===== src/rtl/axi_lite_sram_slave.sv =====
`timescale 1ns/1ps
// AXI4-Lite slave in front of one single-port synchronous SRAM macro.
// Independent read and write engines share the SRAM port; writes have priority.
module axi_lite_sram_slave #(
    parameter int                       AXI_ADDR_BITS = 32,
    parameter int                       AXI_DATA_BITS = 32,
    parameter int                       MEM_WORDS     = 16384,
    parameter logic [AXI_ADDR_BITS-1:0] BASE_ADDR     = 32'h0000_0000
) (
    input  logic                           ACLK,
    input  logic                           ARESETn,
    input  logic [AXI_ADDR_BITS-1:0]       AWADDR,
    input  logic                           AWVALID,
    output logic                           AWREADY,
    input  logic [AXI_DATA_BITS-1:0]       WDATA,
    input  logic [AXI_DATA_BITS/8-1:0]     WSTRB,
    input  logic                           WVALID,
    output logic                           WREADY,
    output logic [1:0]                     BRESP,
    output logic                           BVALID,
    input  logic                           BREADY,
    input  logic [AXI_ADDR_BITS-1:0]       ARADDR,
    input  logic                           ARVALID,
    output logic                           ARREADY,
    output logic [AXI_DATA_BITS-1:0]       RDATA,
    output logic [1:0]                     RRESP,
    output logic                           RVALID,
    input  logic                           RREADY,
    output logic                           sram_cs,
    output logic [AXI_DATA_BITS/8-1:0]     sram_we,
    output logic [$clog2(MEM_WORDS)-1:0]   sram_addr,
    output logic [AXI_DATA_BITS-1:0]       sram_wdata,
    input  logic [AXI_DATA_BITS-1:0]       sram_rdata
);

    localparam int                       STRB_BITS   = AXI_DATA_BITS / 8;
    localparam int                       SRAM_AW     = $clog2(MEM_WORDS);
    localparam logic [AXI_ADDR_BITS-1:0] ADDR_SPAN   = AXI_ADDR_BITS'(4 * MEM_WORDS);
    localparam logic [1:0]               RESP_OKAY   = 2'b00;
    localparam logic [1:0]               RESP_SLVERR = 2'b10;

    typedef enum logic [1:0] {R_IDLE, R_ACC, R_CAP, R_RESP} r_state_t;
    typedef enum logic [1:0] {W_IDLE, W_MEM, W_RESP} w_state_t;

    r_state_t                 r_state;
    w_state_t                 w_state;
    logic [AXI_ADDR_BITS-1:0] ar_off;
    logic [AXI_ADDR_BITS-1:0] aw_off;
    logic                     ar_ok_in;
    logic                     aw_ok_in;
    logic [SRAM_AW-1:0]       ar_index;
    logic [SRAM_AW-1:0]       aw_index;
    logic                     aw_ok;
    logic                     aw_captured;
    logic                     w_captured;
    logic [AXI_DATA_BITS-1:0] w_data;
    logic [STRB_BITS-1:0]     w_strb;
    logic                     aw_hs;
    logic                     w_hs;
    logic                     write_req;
    logic                     read_grant;

    // Address decode happens at the handshake; only the word index and range flag are kept.
    assign ar_off   = ARADDR - BASE_ADDR;
    assign aw_off   = AWADDR - BASE_ADDR;
    assign ar_ok_in = (ARADDR >= BASE_ADDR) && (ar_off < ADDR_SPAN);
    assign aw_ok_in = (AWADDR >= BASE_ADDR) && (aw_off < ADDR_SPAN);

    assign ARREADY = (r_state == R_IDLE);
    assign AWREADY = (w_state == W_IDLE) && !aw_captured;
    assign WREADY  = (w_state == W_IDLE) && !w_captured;
    assign aw_hs   = AWVALID && AWREADY;
    assign w_hs    = WVALID && WREADY;

    // Single SRAM port: a pending write always wins, the read waits in R_ACC.
    assign write_req  = (w_state == W_MEM) && aw_ok;
    assign read_grant = (r_state == R_ACC) && !write_req;
    assign sram_cs    = write_req || read_grant;
    assign sram_we    = write_req ? w_strb : '0;
    assign sram_addr  = write_req ? aw_index : ar_index;
    assign sram_wdata = w_data;

    always_ff @(posedge ACLK or negedge ARESETn) begin
        if (!ARESETn) begin
            r_state  <= R_IDLE;
            ar_index <= '0;
            RVALID   <= 1'b0;
            RDATA    <= '0;
            RRESP    <= RESP_OKAY;
        end else begin
            case (r_state)
                R_IDLE: begin
                    if (ARVALID) begin
                        ar_index <= ar_off[SRAM_AW+1:2];
                        if (ar_ok_in) begin
                            r_state <= R_ACC;
                        end else begin
                            RDATA   <= '0;
                            RRESP   <= RESP_SLVERR;
                            RVALID  <= 1'b1;
                            r_state <= R_RESP;
                        end
                    end
                end
                R_ACC: begin
                    if (read_grant) r_state <= R_CAP;
                end
                R_CAP: begin
                    RDATA   <= sram_rdata;
                    RRESP   <= RESP_OKAY;
                    RVALID  <= 1'b1;
                    r_state <= R_RESP;
                end
                R_RESP: begin
                    if (RREADY) begin
                        RVALID  <= 1'b0;
                        r_state <= R_IDLE;
                    end
                end
                default: r_state <= R_IDLE;
            endcase
        end
    end

    // AW and W are captured independently; the engine moves on once both are held.
    always_ff @(posedge ACLK or negedge ARESETn) begin
        if (!ARESETn) begin
            w_state     <= W_IDLE;
            aw_captured <= 1'b0;
            w_captured  <= 1'b0;
            aw_index    <= '0;
            aw_ok       <= 1'b0;
            w_data      <= '0;
            w_strb      <= '0;
            BVALID      <= 1'b0;
            BRESP       <= RESP_OKAY;
        end else begin
            case (w_state)
                W_IDLE: begin
                    if (aw_hs) begin
                        aw_captured <= 1'b1;
                        aw_index    <= aw_off[SRAM_AW+1:2];
                        aw_ok       <= aw_ok_in;
                    end
                    if (w_hs) begin
                        w_captured <= 1'b1;
                        w_data     <= WDATA;
                        w_strb     <= WSTRB;
                    end
                    if ((aw_captured || aw_hs) && (w_captured || w_hs)) w_state <= W_MEM;
                end
                W_MEM: begin
                    BVALID  <= 1'b1;
                    BRESP   <= aw_ok ? RESP_OKAY : RESP_SLVERR;
                    w_state <= W_RESP;
                end
                W_RESP: begin
                    if (BREADY) begin
                        BVALID      <= 1'b0;
                        aw_captured <= 1'b0;
                        w_captured  <= 1'b0;
                        w_state     <= W_IDLE;
                    end
                end
                default: w_state <= W_IDLE;
            endcase
        end
    end

endmodule


===== config.mk =====
export PLATFORM = sky130hd
export DESIGN_NAME = axi_lite_sram_slave
export DESIGN_NICKNAME = d
export VERILOG_FILES = /design/src/rtl/axi_lite_sram_slave.sv
export SDC_FILE = /design/constraint.sdc
export NUM_CORES = 1
export LEC_CHECK = 0
export BUFFER_PORTS_ARGS = -buffer_cell sky130_fd_sc_hd__buf_2
export CAP_MARGIN = 10
export CORE_UTILIZATION = 45
export CTS_CLUSTER_DIAMETER = 50
export DETAILED_ROUTE_END_ITERATION = 7
export GPL_TIMING_DRIVEN = 0
export PLACE_DENSITY = 0.77
export SYNTH_ARGS = -nofsm -noshare
export SYNTH_HDL_FRONTEND = slang
export SYNTH_SLANG_ARGS = --single-unit

===== constraint.sdc =====
create_clock -name ACLK -period 2.05 [get_ports ACLK]
set_input_delay 0.3075 -clock ACLK [delete_from_list [all_inputs] [get_ports ACLK]]
set_output_delay 0.3075 -clock ACLK [all_outputs]
set_load 0.005 [all_outputs]

==> results.yml <==
clock_network:
  numClockSinks: 107
  root_buffer: "clkbuf_8"
  clkLatencyLatePin_ns: 0.36
  clockBufferDepth: 2
  cts_tree: "built"
  numCtsBuffers: 9
  htree_levels: 3
  clkTransAtPathRegs_ns: 0.10
worst_setup_path:
  cp.buffers_inverters: 2
  critPathArrivalTime_ns: 2.19
  slowest_delay_ns: 0.42
  worst_setup_path_start_kind: "flop"
  crit_required_ns: 2.30
  critPathTopFamily: "compound AO/OA/AOI/OAI gates"
  crit_chain: "inv_1 -> ha_4 -> nor4b_4 -> nand3_4 -> o211a_4 -> buf_6 -> a22o_1"
  path_depth: 7
  endpoint_kind: "flop"
  path_class: "reg2reg"
  worstRegToRegCells: 7
  path_max_fanout: 10
  r2r_setup_slack_ns: 0.11
  slowest_stage: "dfrtp_1"
timing:
  final_hold_viol_count: 8
  slew_headroom: 0.5172
  fin_tns_setup_ns: 0
  rsz0062_at_grt: "false"
  period_share: 0.9475
  max_clock_freq_mhz: 514.8
  min_period_ns: 1.942
  setup_viol: 0
  holdWs_ns: -0.008517
  skew_ns: 0.009067
  timing.final.ws_setup_ns: 0.1076
  tightest_slew_ns: 0.7242
  maxSlewViolCount: 0
place:
  gp_congestion: 0.7601
  pre_cts_ws_ns: -0.1886
  dp.cells: 728
  hpwl_um: 8354
  port_buffers: 224
drt:
  drc: 0
  num_vias: 3645
  drt-pass1-iter-count: 4
  wl_per_cell_um: 14.54
  antenna_left: 0
  drtIter0Drc: 42
  routed_wirelength_um: 10850
  viasPerCell: 4.886
logic_synthesis:
  yosys_warnings: 0
  seq_area_frac_synth: 0.5968
  ys_types: 37
  syn-instance-count: 369
  yosys_register_bits: 107
  syn_avg_cell_area_sq_um: 12.16
  synth_area_sq_mm: 0.004487
grt:
  grt_antenna_before_repair: 0
  grt.total_usage: 0.2097
  grt_overflow: 0
  grt_pass1_wl_um: 16770
  grt_pass1_vias: 3525
  grt_max_degree: 56
final_layout:
  final_common_cell: "buf_2"
  syn_to_final_growth_pct: 35.25
  fill_cells: 812
  drive_above_1_share: 0.4454
  final_cells: 746
  nets: 752
  antenna_cells: 0
  final_cell_mix: "buf_2, dfrtp_1, nand2_1"
hold_path:
  holdCritPathClass: "in2async"
die:
  pin_count: 231
  core_area_sq_mm: 0.009729
  die_area_sq_mm: 0.01037
  initial_utilization: 0.4612
  die_w_um: 101.9
  die_h_um: 101.9
  row_count: 36
status:
  violations: "hold timing"
  outcome: "complete, but fails checks"
job:
  maxCapViolCount: 0
pwr:
  p_leak_nw: 3.252
  powerDensity_mw_per_mm2: 1350
  ir_drop_mv: 0.6398
-- cell families after synthesis --
| logic type | synth area share |
|---|---|
| other cells | 0.0008358 |
| mux | 0.1277 |
| fa+ha+maj | 0.01394 |
| compound gates | 0.09844 |
| buf+inv | 0.03625 |
| simple gates | 0.1260 |
| flops | 0.5968 |
-- cells in the mapped netlist (all sizes together) --
cell,number,share of area
a211o,1,0.0020
a21boi,1,0.0017
a21oi,5,0.0056
a22o,32,0.062
and2,6,0.0084
buf,16,0.027
clkbuf,3,0.0025
conb,1,0.00084
dfrtp,107,0.60
ha,5,0.014
inv,8,0.0067
mux2,50,0.13
mux2i,1,0.0022
nand2,95,0.079
nand2b,2,0.0028
nand3,2,0.0050
nand3b,1,0.0017
nand4,2,0.0028
nor2,5,0.0042
nor3,5,0.0067
nor4,5,0.0084
nor4b,1,0.0053
o2111ai,1,0.0020
o211a,1,0.0039
o211ai,1,0.0017
o21ai,6,0.0067
o221ai,2,0.0078
o22ai,2,0.0028
o2bb2ai,1,0.0020
or2,1,0.0014
-- cell type report --
cell class | count | area [sq um] | share of cell area
Inverter | 8 | 30.03 | 0.004948
Tap cell | 133 | 166.4 | 0.02742
Multi-Input combinational cell | 236 | 1678 | 0.2765
Buffer | 19 | 146.4 | 0.02412
Clock buffer | 10 | 137.6 | 0.02268
Timing Repair Buffer | 227 | 1170 | 0.1928
Clock inverter | 6 | 62.56 | 0.01031
Sequential cell | 107 | 2678 | 0.4412
-- final timing paths --
path	start	endpoint
max	r_state[1]	RDATA[13]
min	ARESETn	aw_index[11]
max reg2reg	r_state[1]	RDATA[13]
min reg2reg	aw_index[1]	aw_index[1]
max in group asynchronous	ARESETn	sram_wdata[30]
min in group ACLK	AWADDR[13]	aw_index[11]
-- routing by layer --
layer / GRT usage / wire length [um] / share of wire
met1: 0.2459 / 4492 / 0.41
met2: 0.3742 / 5465 / 0.50
met3: 0.05814 / 727 / 0.067
met4: 0.06484 / 159 / 0.015
met5: 0 / 0 / 0
-- flip-flops by register name, summed over array words and instances, names as in the netlist --
signal and flops:
sram_wdata 32, r_state 2, RVALID 1, w_strb 4, w_state 2, BRESP 1, aw_index 14, RDATA 32
RRESP 1, ar_index 14, aw_captured 1, BVALID 1, aw_ok 1, w_captured 1
-- stage by stage --
step | hold slack (ns) | power [W] | utilization | cell area, sq um
6_report | -0.008517 | 0.008191 | 0.6237 | 6068
4_1_cts | 0.01162 | 0.008239 | 0.6218 | 6050
3_3_place_gp | 0.4587 | 0.006683 | 0.5939 | 5778
3_5_place_dp | 0.4133 | 0.006908 | 0.5970 | 5808
5_1_grt | 0.02739 | 0.008822 | 0.6237 | 6068
2_1_floorplan | 0.01191 | 0.005455 | - | 4491
-- where the power goes --
group / total, W / leakage (nW) / internal (W) / switching (W)
Sequential: 0.00358 / 1.32 / 0.00309 / 0.000492
Clock: 0.00131 / 0.107 / 0.000602 / 0.000710
Combinational: 0.00329 / 1.83 / 0.00173 / 0.00157
-- what timing repair did --
item,4_1_cts,5_1_grt
endpoints found under the setup margin,49,48
gates resized for setup,9,4
pin swaps,1,1
buffers inserted,2,0
hold buffers,0,0
hold endpoints to repair,0,0
(Power assumes the default switching activity.)
